==> config.mk <==
export PLATFORM = sky130hd
export DESIGN_NAME = cpu7_ifu_dec_ctl
export DESIGN_NICKNAME = d
export VERILOG_FILES = /design/src/rtl/cpu7_ifu_dec_ctl.sv
export SDC_FILE = /design/constraint.sdc
export NUM_CORES = 1
export LEC_CHECK = 0
export BUFFER_PORTS_ARGS = -buffer_cell sky130_fd_sc_hd__buf_2
export CORE_AREA = 3 3 120 122
export CTS_BUF_LIST = sky130_fd_sc_hd__clkbuf_2
export DETAILED_ROUTE_END_ITERATION = 10
export DIE_AREA = 0 0 123 125
export MAX_ROUTING_LAYER = met4
export PLACE_DENSITY = 0.81
export SYNTH_ARGS = -nofsm -noshare
export SYNTH_HDL_FRONTEND = slang
export SYNTH_SLANG_ARGS = --single-unit
==> constraint.sdc <==
create_clock -name clk -period 5.8 [get_ports clk]
set_input_delay 0.58 -clock clk [delete_from_list [all_inputs] [get_ports clk]]
set_output_delay 0.58 -clock clk [all_outputs]
set_load 0.005 [all_outputs]
==> src/rtl/cpu7_ifu_dec_ctl.sv <==
// Issue controller between fetch and decode: 2-entry in-order buffer, GPR hazard scoreboard, flush.
// Optional CPU7_DEC_CTL_PERF_EN adds a saturating hazard-stall cycle counter (perf_stall_cnt).
module cpu7_ifu_dec_ctl #(
    parameter int PC_W        = 32,
    parameter int STALL_CNT_W = 32
) (
    input  logic            clk,
    input  logic            rst,
    input  logic            fdp_valid,
    input  logic [PC_W-1:0] fdp_pc,
    input  logic [31:0]     fdp_inst,
    output logic            fdp_ready,
    output logic            dec_valid,
    output logic [PC_W-1:0] dec_pc,
    output logic [31:0]     dec_inst,
    input  logic            dec_rf_wen,
    input  logic            dec_long_lat,
    input  logic            exu_ready,
    output logic            dec_stall,
    input  logic            wb_valid,
    input  logic [4:0]      wb_addr,
    input  logic            exu_flush,
    output logic [31:0]     sb_busy
`ifdef CPU7_DEC_CTL_PERF_EN
    ,
    output logic [STALL_CNT_W-1:0] perf_stall_cnt
`endif
);

    typedef enum logic [1:0] {
        EMPTY = 2'd0,
        ONE   = 2'd1,
        FULL  = 2'd2
    } cnt_e;

    cnt_e            state_q, state_d;
    logic            rd_ptr, wr_ptr;
    logic [PC_W-1:0] buf_pc   [2];
    logic [31:0]     buf_inst [2];
    logic [31:0]     sb_d, sb_eff, wb_clr, sb_set;
    logic [4:0]      rd, rj, rk;
    logic            push, issue, hazard, present;

    assign fdp_ready = !rst && (state_q != FULL);
    assign push      = fdp_valid && fdp_ready && !exu_flush;
    assign present   = (state_q != EMPTY);

    assign dec_pc   = buf_pc[rd_ptr];
    assign dec_inst = buf_inst[rd_ptr];
    assign rd       = dec_inst[4:0];
    assign rj       = dec_inst[9:5];
    assign rk       = dec_inst[14:10];

    // A writeback landing this cycle already frees its register for the head.
    assign wb_clr = (wb_valid && wb_addr != 5'd0) ? (32'd1 << wb_addr) : '0;
    assign sb_eff = sb_busy & ~wb_clr;

    always_comb begin
        hazard = 1'b0;
        if (rj != 5'd0 && sb_eff[rj])
            hazard = 1'b1;
        if (rk != 5'd0 && sb_eff[rk])
            hazard = 1'b1;
        if (dec_rf_wen && rd != 5'd0 && sb_eff[rd])
            hazard = 1'b1;
    end

    assign dec_valid = present && !hazard && !exu_flush;
    assign dec_stall = present && hazard && !exu_flush;
    assign issue     = dec_valid && exu_ready;

    always_comb begin
        state_d = state_q;
        if (exu_flush) begin
            state_d = EMPTY;
        end else begin
            unique case (state_q)
                EMPTY: if (push) state_d = ONE;
                ONE: begin
                    if (push && !issue)
                        state_d = FULL;
                    else if (issue && !push)
                        state_d = EMPTY;
                end
                FULL: if (issue) state_d = ONE;
                default: state_d = EMPTY;
            endcase
        end
    end

    always_ff @(posedge clk) begin
        if (rst) begin
            state_q <= EMPTY;
            rd_ptr  <= 1'b0;
            wr_ptr  <= 1'b0;
        end else begin
            state_q <= state_d;
            if (exu_flush) begin
                rd_ptr <= 1'b0;
                wr_ptr <= 1'b0;
            end else begin
                if (push)
                    wr_ptr <= ~wr_ptr;
                if (issue)
                    rd_ptr <= ~rd_ptr;
            end
        end
    end

    always_ff @(posedge clk) begin
        if (push) begin
            buf_pc[wr_ptr]   <= fdp_pc;
            buf_inst[wr_ptr] <= fdp_inst;
        end
    end

    // Set is applied after clear so a same-index issue wins over the writeback.
    assign sb_set = (issue && dec_long_lat && dec_rf_wen && rd != 5'd0) ? (32'd1 << rd) : '0;

    always_comb begin
        sb_d    = (sb_busy & ~wb_clr) | sb_set;
        sb_d[0] = 1'b0;
    end

    always_ff @(posedge clk) begin
        if (rst)
            sb_busy <= '0;
        else
            sb_busy <= sb_d;
    end

`ifdef CPU7_DEC_CTL_PERF_EN
    always_ff @(posedge clk) begin
        if (rst)
            perf_stall_cnt <= '0;
        else if (dec_stall && perf_stall_cnt != '1)
            perf_stall_cnt <= perf_stall_cnt + 1'b1;
    end
`endif

endmodule

==> results.txt, run 1 <==
CTS sink cnt -> 164
Commonest non-fill, non-tap cell in the layout -> buf_2
DIE AREA -> 0.0154 mm²
WL/cell -> 24.7 µm
Startpoint Class -> register
Tcrit/Tclk final -> 88.0%
Final std cells w/o fill -> 993
Seq. cell area -> 0.00457 mm²
Final setup margin -> 0.696 ns
Pin count of the biggest net entering global routing -> 66
Post-Syn Nets -> 641
Die Wd -> 123 µm
Setup TNS -> 0 ns
Final Hold Viols -> 0
NumNets Final -> 880
Critical Path End Type -> primary output
Antenna violations before repair -> 2
Fmax -> 0.196 GHz
CP required -> 5.22 ns
Finish-stage setup viols -> 0
Max-slew violations -> 0
Die Height -> 125 µm
TritonCTS clock tree -> done
Layout cells sized above 1 -> 35.6%
CTS resizes -> 0
Row Count -> 42
Initial Util -> 56.1%
Power per cell area -> 229 mW/mm²
DRT Pass-1 Iters -> 6
H-Tree Depth -> 4
Unrepaired setup endpoints after global routing -> false
CORE AREA -> 0.0133 mm²
Syn Std Cell Area -> 0.00746 mm²
Num ports -> 176
Mean area per synthesized cell -> 13.2 µm²
Gr usage total -> 33.2%
Async S/R FF share, synth -> 0%
Pleak -> 3.50 nW
Clock Tree Root -> clkbuf_2
Detailed Place HPWL -> 16500 µm
Vias -> 6265
Routability cong. -> 1.10
Final min period -> 5.10 ns
Ys Warns -> 0
Finished Core Util -> 70.4%
Most frequent cells in the layout -> buf_2 (174), edfxtp_1 (128), dlygate4sd3_1 (65)
DP Worst Slack -> 1.58 ns
Routed vias/inst -> 6.31
Clk_skew -> 0.0426 ns
Clk pin slew, worst setup/hold paths -> 0.25 ns
Number of DRC markers in iteration 0 -> 742
Worst VDD drop -> 0.314 mV
CP max FO -> 65
Tightest Pin Transition -> 0.995 ns
Multi-input logic area -> 0.00266 mm²
Worst Setup Path Type -> register to primary output
Total global routing overflow -> 0
Status -> completed
Placed Cells -> 894
Residual DRC -> 0
Min-delay worst type -> input pin to register
Primary FF master, synth -> edfxtp_1
Num CTS Buffers -> 17
Worst-Skew Late Latency -> 0.76 ns
Synthesized netlist cell count -> 563
Number of flops mapped to enable cells by yosys -> 128
Seq/Total Area, Yosys -> 61.2%
Clk buf depth -> 2
Max Cap Viol -> 0
First-pass GRT wire length -> 37100 µm
Number of global-route vias before repair -> 6398
Worst slew margin -> 33.5%
DRT antenna net count -> 0
P&R area growth vs syn -> 25.5%
Seq cells post-synth -> 164
IO Port Bufs -> 174
Wirelength, routed -> 24500 µm
FILL cells -> 885
CP arrival -> 4.52 ns
Worst R2R Setup Slack -> 1.43 ns
Post-synthesis cell type count -> 76
[cells in the mapped netlist (all sizes together), types with 11 or more instances]
cell | n | share of area, %
dfxtp | 36 | 9.7
mux2 | 54 | 8.2
a21oi | 15 | 1.1
mux2i | 20 | 2.7
nand2 | 26 | 1.3
nor2 | 20 | 1.0
buf | 12 | 1.3
edfxtp | 128 | 52
o22ai | 35 | 2.9
or2 | 11 | 0.92
o21ai | 38 | 2.8
inv | 25 | 1.3
[worst paths after layout]
path         startpoint         end  cells after the start
max            register   dec_valid                     10
min           fdp_valid  state_q[0]                      3
max reg2reg    register  state_q[1]                     13
min reg2reg      rd_ptr    register                      2
[flip-flops by register name, indices dropped and copies added, names as in the netlist, named ones only]
name / count
buf_inst: 64
buf_pc: 64
sb_busy: 31
state_q: 2
rd_ptr: 1
wr_ptr: 1
[cells by family (layout without fill, tap and decap cells)]
kind of cell | Yosys count | count (layout) | synth area share (%)
fa+ha+maj | 1 | 1 | 0.168
xor+xnor | 3 | 3 | 0.352
buf+inv | 49 | 301 | 3.27
simple gates | 124 | 124 | 9.92
mux | 75 | 75 | 11.2
flops | 164 | 164 | 61.2
compound gates | 146 | 146 | 13.8
other cells | 1 | 3 | 0.0503
[report_power, final]
group | switching (mW) | internal, mW
clock | 0.457 | 0.211
sequential | 0.00735 | 1.28
combinational | 0.0952 | 0.0857
[worst max-delay path: stages, from the launching register on]
cell and delay [ns]:
dfxtp_4 0.86, mux2i_1 0.77, inv_2 0.16, nor2_2 0.47, a22oi_1 0.23, o211ai_1 0.22
a221oi_1 0.08, o2111ai_2 0.37, nand3_4 0.20, nor3_1 0.26, buf_2 0.16
[per-layer routing]
layer  part of all wire (%)  global-route usage (%)
met5                      0                       -
met1                     37                    39.3
met4                    6.8                    19.4
met3                    9.0                    7.81
met2                     48                    51.8
[final cells by class]
class,count,share of cell area [%]
tap,176,2.35
sequential,164,48.8
timing repair buffer,243,16.6
antenna,2,0.0535
clock inverter,15,1.78
multi-input combinational,350,28.5
clock buffer,17,0.909
inverter,26,1.04
[through the flow]
| stage | cell area, µm² | hold slack, ns | total power, mW |
|---|---|---|---|
| 5_1_grt | 9360 | 0.117 | 2.21 |
| 2_1_floorplan | 7460 | 0.452 | 1.38 |
| 6_report | 9360 | 0.159 | 2.14 |
| 3_3_place_gp | 8450 | 0.459 | 1.45 |
| 3_5_place_dp | 8450 | 0.466 | 1.45 |
| 4_1_cts | 9350 | 0.0973 | 2.12 |
[timing repair]
| item | 4_1_cts | 5_1_grt |
|---|---|---|
| hold buffers | 65 | 0 |
| setup buffers | 0 | 0 |
| setup endpoints to repair | 0 | 0 |
| hold endpoints to repair | 129 | 0 |
Power figures use the tool's default switching activity.
==> run 2, diff against run 1 <==
--- a/config.mk
+++ b/config.mk
@@ -11,7 +11,7 @@
 export DETAILED_ROUTE_END_ITERATION = 10
 export DIE_AREA = 0 0 123 125
 export MAX_ROUTING_LAYER = met4
-export PLACE_DENSITY = 0.81
+export PLACE_DENSITY = 0.87
 export SYNTH_ARGS = -nofsm -noshare
 export SYNTH_HDL_FRONTEND = slang
 export SYNTH_SLANG_ARGS = --single-unit
==> run 2 against run 1 <==
Against the previous run:
- register-to-register slack got worse by 0.08 ns
- sequential cell count unchanged
- hold slack worse by 0.017 ns
- final area about the same
- die area did not move
- critical path depth is the same
- clock skew fell by 0.0091 ns
- sequential power hardly changed
- final cell count down 0.20%
- total power barely moved
==> results.txt, run 2 (same netlist as run 1, synthesis figures left out) <==
Busiest grt layer -> met2 (unchanged)
Met3 Track Usage GR -> 7.95% (was 7.81%)
Number of global-route vias before repair -> 6258 (was 6398)
Antenna violations before repair -> 0 (was 2)
CP max FO -> 60 (was 65)
Row Count -> 42 (unchanged)
Fmax -> 0.198 GHz (was 0.196 GHz)
Finish-stage setup viols -> 0 (unchanged)
Unrepaired setup endpoints after global routing -> false (unchanged)
IO Port Bufs -> 174 (unchanged)
CP required -> 5.22 ns (about the same)
DRT Pass-1 Iters -> 6 (unchanged)
Fin Hold WS -> 0.142 ns (was 0.159 ns)
CTS resizes -> 0 (unchanged)
Tightest Pin Transition -> 0.906 ns (was 0.995 ns)
Pleak -> 3.50 nW (about the same)
Clock Tree Root -> clkbuf_2 (unchanged)
Tcrit/Tclk final -> 86.9% (was 88.0%)
Clk buf depth -> 2 (unchanged)
Die Wd -> 123 µm (unchanged)
Die Height -> 125 µm (unchanged)
Clk pin slew, worst setup/hold paths -> 0.26 ns (was 0.25 ns)
H-Tree Depth -> 4 (unchanged)
Setup TNS -> 0 ns (unchanged)
Number of DRC markers in iteration 0 -> 801 (was 742)
Critical Path End Type -> primary output (unchanged)
Final Hold Viols -> 0 (unchanged)
Clk_skew -> 0.0335 ns (was 0.0426 ns)
TritonCTS clock tree -> done (unchanged)
Power per cell area -> 229 mW/mm² (about the same)
Max-slew violations -> 0 (unchanged)
Met2 GRT Util -> 53.4% (was 51.8%)
Wirelength, routed -> 24500 µm (about the same)
DIE AREA -> 0.0154 mm² (unchanged)
Num CTS Buffers -> 17 (unchanged)
# diodes -> 0 (was 2)
WL/cell -> 24.8 µm (was 24.7 µm)
Routed vias/inst -> 6.26 (was 6.31)
Final min period -> 5.04 ns (was 5.10 ns)
Total global routing overflow -> 0 (unchanged)
Startpoint Class -> register (unchanged)
CORE AREA -> 0.0133 mm² (unchanged)
Pin count of the biggest net entering global routing -> 61 (was 66)
Worst slew margin -> 39.0% (was 33.5%)
Max Cap Viol -> 0 (unchanged)
DRT antenna net count -> 0 (unchanged)
Detailed Place HPWL -> 16200 µm (was 16500 µm)
GR Util met1 -> 40.7% (was 39.3%)
NumNets Final -> 880 (unchanged)
Gr usage total -> 33.1% (was 33.2%)
Most frequent cells in the layout -> buf_2 (174), edfxtp_1 (128), dlygate4sd3_1 (65) (unchanged)
First-pass GRT wire length -> 36700 µm (was 37100 µm)
Commonest non-fill, non-tap cell in the layout -> buf_2 (unchanged)
Status -> completed (unchanged)
Post-CTS Setup Bufs -> 0 (unchanged)
Initial Util -> 56.1% (unchanged)
CP arrival -> 4.46 ns (was 4.52 ns)
Min-delay src -> fdp_valid (unchanged)
Top Registers -> buf_inst x64, buf_pc x64, sb_busy x31 (unchanged)
Num ports -> 176 (unchanged)
Min-delay worst type -> input pin to register (unchanged)
CTS sink cnt -> 164 (unchanged)
Residual DRC -> 0 (unchanged)
Worst VDD drop -> 0.180 mV (was 0.314 mV)
Routability cong. -> 1.05 (was 1.10)
Layout cells sized above 1 -> 35.6% (unchanged)
P&R area growth vs syn -> 25.4% (was 25.5%)
Worst-Skew Late Latency -> 0.78 ns (was 0.76 ns)
Worst Setup Path Type -> register to primary output (unchanged)
Vias -> 6208 (was 6265)
run 2: stage by stage:
stage               setup slack, ns  utilization [%]  cell area [µm²]  total power [mW]  instances
detailed placement             1.65             63.6             8450              1.45        894
global route                  0.610             70.3             9350              2.20        991
floorplan                      1.53                -             7460              1.38        563
CTS                           0.881             70.3             9350              2.11        991
global placement               1.65             63.6             8450              1.45        894
finish                        0.760             70.3             9350              2.14        991
run 2: cell type report:
cell class,count,area [µm²]
Fill cell,893,3940
Clock buffer,17,85.1
Timing Repair Buffer,243,1550
Multi-Input combinational cell,350,2660
Tap cell,176,220
Sequential cell,164,4570
Clock inverter,15,166
Inverter,26,97.6
run 2: critical path, cell delays in order, from the launching register on:
cell	delay, ns
dfxtp_4	0.83
mux2i_1	0.72
inv_2	0.16
xnor2_1	0.18
a311oi_1	0.34
o21ai_0	0.18
a221oi_1	0.50
o2111ai_2	0.30
nand3_4	0.21
and2_2	0.16
buf_2	0.10
run 2: layer usage:
| metal | vias up | wire [µm] |
|---|---|---|
| li1 | 2694 | - |
| met1 | 2968 | 9070 |
| met2 | 473 | 12100 |
| met3 | 73 | 2410 |
| met4 | 0 | 925 |
| met5 | - | 0 |
run 2: what timing repair did:
| action | in CTS | in global routing |
|---|---|---|
| hold buffers | 65 | 0 |
| setup endpoints to repair | 0 | 0 |
| endpoints found under the hold margin | 129 | 0 |
run 2: final timing paths:
kind / slack [ns] / endpoint / cells after the start
setup / recovery: 0.76 / dec_stall / 10
hold / removal: 0.14 / state_q[0] / 3
setup reg to reg: 1.35 / state_q[1] / 13
hold reg to reg: 0.51 / register / 2
run 2: where the power goes:
part / internal, mW / leakage, nW / switching, mW / total [mW]
registers: 1.28 / 1.45 / 0.00792 / 1.29
clock network: 0.212 / 0.151 / 0.454 / 0.666
logic: 0.0857 / 1.90 / 0.0954 / 0.181
